===== config.mk =====
export PLATFORM = sky130hd
export DESIGN_NAME = result_display
export DESIGN_NICKNAME = d
export VERILOG_FILES = /design/src/rtl/result_display.sv
export SDC_FILE = /design/constraint.sdc
export NUM_CORES = 1
export LEC_CHECK = 0
export CAP_MARGIN = 20
export CORE_ASPECT_RATIO = 1.1
export CORE_MARGIN = 3
export CORE_UTILIZATION = 55
export CTS_CLUSTER_SIZE = 25
export DETAILED_ROUTE_END_ITERATION = 8
export PLACE_DENSITY = 0.75
export SYNTH_ARGS = -nofsm -noshare
export SYNTH_HDL_FRONTEND = slang
export SYNTH_SLANG_ARGS = --single-unit

===== constraint.sdc =====
create_clock -name clk -period 6.4 [get_ports clk]
set_clock_uncertainty 0.1 [all_clocks]
set_input_delay 1.28 -clock clk [delete_from_list [all_inputs] [get_ports clk]]
set_output_delay 1.28 -clock clk [all_outputs]
set_load 0.1 [all_outputs]

===== src/rtl/result_display.sv =====
`default_nettype none
// ============================================================================
// Module   : result_display
// Purpose  : Takes a finished 8-bit calculator result (magnitude + sign +
//            error flag), converts it to BCD with a sequential double-dabble
//            (one shift per clock) and drives a 4-digit multiplexed,
//            active-low seven-segment display. Applies leading-zero blanking,
//            a leading minus sign, and an "Err" pattern.
// Ports    : clk       - system clock, rising edge
//            reset     - asynchronous active-low reset
//            value     - unsigned result magnitude 0..255
//            negative  - 1 shows a minus sign (suppressed for zero)
//            error     - 1 shows "Err" instead of a number
//            load      - one-cycle strobe sampling value/negative/error
//            busy      - conversion in progress
//            seg       - segments {g,f,e,d,c,b,a}, active-low
//            an        - digit enables, active-low, an[0] rightmost
// Revision : 1.0 - initial release
// ============================================================================
module result_display #(
  parameter int REFRESH_DIV = 50000
) (
  input  logic       clk,
  input  logic       reset,
  input  logic [7:0] value,
  input  logic       negative,
  input  logic       error,
  input  logic       load,
  output logic       busy,
  output logic [6:0] seg,
  output logic [3:0] an
);

  localparam int         CNT_W     = (REFRESH_DIV > 2) ? $clog2(REFRESH_DIV) : 1;
  localparam logic [6:0] SEG_BLANK = 7'b1111111;
  localparam logic [6:0] SEG_MINUS = 7'b0111111;
  localparam logic [6:0] SEG_E     = 7'b0000110;
  localparam logic [6:0] SEG_R     = 7'b0101111;

  typedef enum logic [1:0] {
    IDLE    = 2'd0,
    CONVERT = 2'd1,
    UPDATE  = 2'd2
  } state_t;

  state_t             state_q,   state_d;
  logic [7:0]         bin_q,     bin_d;
  logic [11:0]        bcd_q,     bcd_d;
  logic [3:0]         shift_q,   shift_d;
  logic               sign_sh_q, sign_sh_d;
  logic               err_sh_q,  err_sh_d;
  logic [3:0]         hund_q,    hund_d;
  logic [3:0]         tens_q,    tens_d;
  logic [3:0]         units_q,   units_d;
  logic               sign_q,    sign_d;
  logic               err_q,     err_d;
  logic               busy_q,    busy_d;
  logic [CNT_W-1:0]   refresh_q, refresh_d;
  logic [1:0]         idx_q,     idx_d;
  logic [6:0]         seg_q,     seg_d;
  logic [3:0]         an_q,      an_d;

  logic [11:0]        bcd_adj;
  logic [19:0]        shifted;

  function automatic logic [6:0] dec7(input logic [3:0] d);
    case (d)
      4'd0:    dec7 = 7'b1000000;
      4'd1:    dec7 = 7'b1111001;
      4'd2:    dec7 = 7'b0100100;
      4'd3:    dec7 = 7'b0110000;
      4'd4:    dec7 = 7'b0011001;
      4'd5:    dec7 = 7'b0010010;
      4'd6:    dec7 = 7'b0000010;
      4'd7:    dec7 = 7'b1111000;
      4'd8:    dec7 = 7'b0000000;
      4'd9:    dec7 = 7'b0010000;
      default: dec7 = SEG_BLANK;
    endcase
  endfunction

  // Double-dabble step: correct every nibble >= 5, then shift {bcd,bin} left.
  always_comb begin
    bcd_adj = bcd_q;
    for (int i = 0; i < 3; i++) begin
      if (bcd_q[4*i +: 4] >= 4'd5) begin
        bcd_adj[4*i +: 4] = bcd_q[4*i +: 4] + 4'd3;
      end
    end
    shifted = {bcd_adj, bin_q} << 1;
  end

  // Conversion FSM next state
  always_comb begin
    state_d   = state_q;
    bin_d     = bin_q;
    bcd_d     = bcd_q;
    shift_d   = shift_q;
    sign_sh_d = sign_sh_q;
    err_sh_d  = err_sh_q;
    hund_d    = hund_q;
    tens_d    = tens_q;
    units_d   = units_q;
    sign_d    = sign_q;
    err_d     = err_q;
    // busy trails the state by one edge so it covers exactly the nine cycles
    // from the edge after load through the UPDATE edge.
    busy_d    = (state_q == CONVERT);
    unique case (state_q)
      IDLE: begin
        if (load) begin
          bin_d     = value;
          bcd_d     = 12'd0;
          shift_d   = 4'd0;
          // A negative zero is displayed without the minus sign.
          sign_sh_d = negative & (|value);
          err_sh_d  = error;
          state_d   = CONVERT;
        end
      end
      CONVERT: begin
        if (shift_q == 4'd8) begin
          state_d = UPDATE;
        end else begin
          bcd_d   = shifted[19:8];
          bin_d   = shifted[7:0];
          shift_d = shift_q + 4'd1;
        end
      end
      UPDATE: begin
        hund_d  = bcd_q[11:8];
        tens_d  = bcd_q[7:4];
        units_d = bcd_q[3:0];
        sign_d  = sign_sh_q;
        err_d   = err_sh_q;
        state_d = IDLE;
      end
      default: state_d = IDLE;
    endcase
  end

  // Digit scanning: seg/an are computed for the next digit index so both
  // registers switch on the same edge as the index.
  always_comb begin
    if (refresh_q == CNT_W'(REFRESH_DIV - 1)) begin
      refresh_d = '0;
      idx_d     = idx_q + 2'd1;
    end else begin
      refresh_d = refresh_q + CNT_W'(1);
      idx_d     = idx_q;
    end
    an_d = ~(4'b0001 << idx_d);
    unique case (idx_d)
      2'd0:    seg_d = err_q ? SEG_R : dec7(units_q);
      2'd1:    seg_d = err_q ? SEG_R :
                       ((hund_q == 4'd0) && (tens_q == 4'd0)) ? SEG_BLANK : dec7(tens_q);
      2'd2:    seg_d = err_q ? SEG_E :
                       (hund_q == 4'd0) ? SEG_BLANK : dec7(hund_q);
      default: seg_d = (!err_q && sign_q) ? SEG_MINUS : SEG_BLANK;
    endcase
  end

  always_ff @(posedge clk or negedge reset) begin
    if (!reset) begin
      state_q   <= IDLE;
      bin_q     <= 8'd0;
      bcd_q     <= 12'd0;
      shift_q   <= 4'd0;
      sign_sh_q <= 1'b0;
      err_sh_q  <= 1'b0;
      hund_q    <= 4'd0;
      tens_q    <= 4'd0;
      units_q   <= 4'd0;
      sign_q    <= 1'b0;
      err_q     <= 1'b0;
      busy_q    <= 1'b0;
      refresh_q <= '0;
      idx_q     <= 2'd0;
      seg_q     <= SEG_BLANK;
      an_q      <= 4'b1111;
    end else begin
      state_q   <= state_d;
      bin_q     <= bin_d;
      bcd_q     <= bcd_d;
      shift_q   <= shift_d;
      sign_sh_q <= sign_sh_d;
      err_sh_q  <= err_sh_d;
      hund_q    <= hund_d;
      tens_q    <= tens_d;
      units_q   <= units_d;
      sign_q    <= sign_d;
      err_q     <= err_d;
      busy_q    <= busy_d;
      refresh_q <= refresh_d;
      idx_q     <= idx_d;
      seg_q     <= seg_d;
      an_q      <= an_d;
    end
  end

  assign busy = busy_q;
  assign seg  = seg_q;
  assign an   = an_q;

endmodule
`default_nettype wire


==> metrics.md <==
| Metric | Value |
|---|---|
| TNS Setup | 0 ns |
| DRC violations left | 0 |
| Largest net degree at the start of global routing | 73 |
| Period minus WS final | 3.36 ns |
| Total CTS buffers | 9 |
| Fmax | 297 MHz |
| Initial antenna violation count | 0 |
| Cell Area, Synth | 4140 um^2 |
| Commonest non-fill, non-tap cell in the layout | dfrtp_1 |
| I/O Pins | 25 |
| Unrepaired setup endpoints after global routing | false |
| Die Area | 8600 um^2 |
| Post-CTS Hold Buffers | 0 |
| CP Capture Type | output port |
| Chip Width | 88.7 um |
| CP max stage cell | clkdlybuf4s50_1 |
| Comb power frac | 49.9% |
| Slew Viols, Final | 0 |
| DR iter-0 viols | 113 |
| First-pass GRT wire length | 14.0 mm |
| Hold_ws | 0.384 ns |
| Routed Antenna Nets | 0 |
| Setup bufs post-CTS | 0 |
| Switch share | 43.9% |
| CTS H-tree depth | 3 |
| Most frequent cells in the layout | dfrtp_1 (61), nand2_1 (44), o21ai_0 (43) |
| Crit path kind | reg -> out |
| Clock Latency Late Sink | 0.35 ns |
| Slew HR | 28.3% |
| Vias | 3113 |
| Clk Tree Root Cell | clkbuf_8 |
| #FFs+latches synth | 72 |
| Final Setup Violations | 0 |
| Ys async rst share | 100% |
| Detailed placement HPWL | 5.51 mm |
| GRT overflow | 0 |
| Max-cap violations | 0 |
| Number of flops mapped to enable cells by yosys | 0 |
| Clock sink total | 72 |
| GPL Wtd Cong | 0.848 |
| Vias per Instance | 5.71 |
| Leakage power | 2.07 nW |
| CP max stage delay | 1.12 ns |
| Cell internal pwr | 0.00130 W |
| Clk slew on worst S/H paths | 0.08 ns |
| Most frequently used flop master after synthesis | dfrtp_1 |
| Net count after synthesis | 476 |
| Worst-margin pin slew | 1.07 ns |
| Die height | 97.0 um |
| Clock power frac | 17.1% |
| Share of cells above drive strength 1 | 10.4% |
| Post-Syn Instances | 438 |
| Max Buffers Root-to-Sink | 2 |
| Yosys cell types | 59 |
| Required time of the critical path | 5.02 ns |
| Status | finished clean |
| GRT Resource Usage Total | 20.3% |
| Vias in the first global route | 3088 |
| DR pass1 iterations | 4 |
| Bufs and invs on worst path | 1 |
| Crit-path max FO | 1 |
| Min-Delay Path Class | reg -> reg |
| Final WL | 7.89 mm |
| # diodes | 0 |
| NetSw | 0.00102 W |
| Port bufs | 24 |
| CTS tree | yes |
| Nature of the critical path startpoint | register |
| Sequential Power Share | 33.0% |
| Pwr dens | 500 nW/um^2 |
| Area growth, synth to finish | 12.1% |
| Worst path cell trace | clkdlybuf4s50_1 |
| Worst EP arrival | 1.98 ns |
| Core area | 7170 um^2 |
| Routed length per instance | 14.5 um |
| Rows | 32 |
| Final Net Count | 494 |
| Part of the cycle the worst path needs | 52.6% |
| Synthesized area per cell | 9.45 um^2 |
| Seq/Total Area, Yosys | 43.9% |
| CTS resizes | 0 |
| CP top delay family | buffers and inverters |
| Max VDD drop | 0.000218 V |
| Fin. Hold Viols | 0 |
| Ys Warns | 0 |
| Initial Utilization | 57.7% |
==> synth_stat cells (all sizes together) (2+ instances only) <==
cell type  number  share of area (%)
xnor2          15                3.2
o31ai           2               0.36
dfrtp          61                 37
inv            23                2.1
nand3          19                2.3
nor2b          11                1.7
nor3b           3               0.54
and2            6               0.91
nor3            7               0.85
o21ai          43                5.2
ha             25                7.6
or3             2               0.30
and4            2               0.42
o21a            2               0.36
and3            4               0.60
o311ai          3               0.64
nand4           3               0.45
mux2            5                1.4
mux2i          15                3.6
nor4bb          3               0.73
nand2          44                4.0
nand3b          4               0.73
buf             4               0.51
xor2            7                1.5
nand2b          6               0.91
dfstp          11                7.0
nor4            3               0.82
a21o            2               0.36
clkbuf         16                1.5
nor2           32                2.9
or3b            5                1.1
a21oi          23                2.8
or2             2               0.30
a221o           3               0.73
==> logic make-up (layout without fill, tap and decap cells) <==
| logic type | after synthesis | count (layout) | share of synthesized area (%) |
|---|---|---|---|
| xor+xnor | 22 | 22 | 4.66 |
| flops | 72 | 72 | 43.9 |
| simple gates | 162 | 162 | 20.9 |
| fa+ha+maj | 25 | 25 | 7.56 |
| mux | 21 | 21 | 5.53 |
| compound gates | 93 | 93 | 13.5 |
| buf+inv | 43 | 65 | 4.05 |
==> power by group through the flow <==
stage	clock network [W]	logic, W	registers [W]
finish	0.000396	0.00116	0.000766
global route	0.000426	0.00129	0.000793
CTS	0.000405	0.00115	0.000764
detailed placement	0	0.00115	0.000771
global placement	0	0.00111	0.000763
floorplan	0	0.000812	0.000845
==> metrics by stage <==
stage	total power (W)	setup slack, ns	cell area (um^2)	util, %	std cells
4_1_cts	0.00232	3.02	4630	64.6	544
2_1_floorplan	0.00166	3.90	4140	-	438
3_3_place_gp	0.00188	3.24	4410	61.6	529
3_5_place_dp	0.00192	3.11	4410	61.6	529
5_1_grt	0.00251	2.98	4640	64.7	545
6_report	0.00232	3.04	4640	64.7	545
==> routing by layer <==
metal  vias up  GRT usage [%]  share of wire (%)
li1       1566              -                  -
met1      1468           27.3                 47
met2        66           32.3                 48
met3        13           4.60                3.7
met4         0           6.05                1.5
met5         -              0                  0
==> layout make-up <==
type                       instances  area, um^2
fill                             584        2530
multi-input combinational        323        2150
sequential                        72        1820
timing repair buffer              27         258
clock buffer                      10         138
tap                               85         106
inverter                          23        86.3
clock inverter                     5        81.3
==> final timing paths <==
path | start | to | slack, ns | depth (start not counted)
worst max-delay path | seg[0] | seg[0] | 3.04 | 1
worst min-delay path | refresh_q[0] | refresh_q[0] | 0.38 | 1
worst max register to register | refresh_q[12] | seg[6] | 3.77 | 5
worst min register to register | refresh_q[0] | refresh_q[0] | 0.38 | 1
max in group asynchronous | reset | bcd_q[9] | 4.60 | 2
min in group asynchronous | reset | refresh_q[8] | 1.03 | 2
==> registers in the layout, indices dropped and copies added, names as in the netlist, 2 cells and up <==
register   count
bcd_q         12
bin_q          8
tens_q         4
shift_q        4
refresh_q     16
units_q        4
seg            7
an             4
hund_q         4
idx_q          2
state_q        2
No activity file was read; power rests on OpenSTA's default activity.
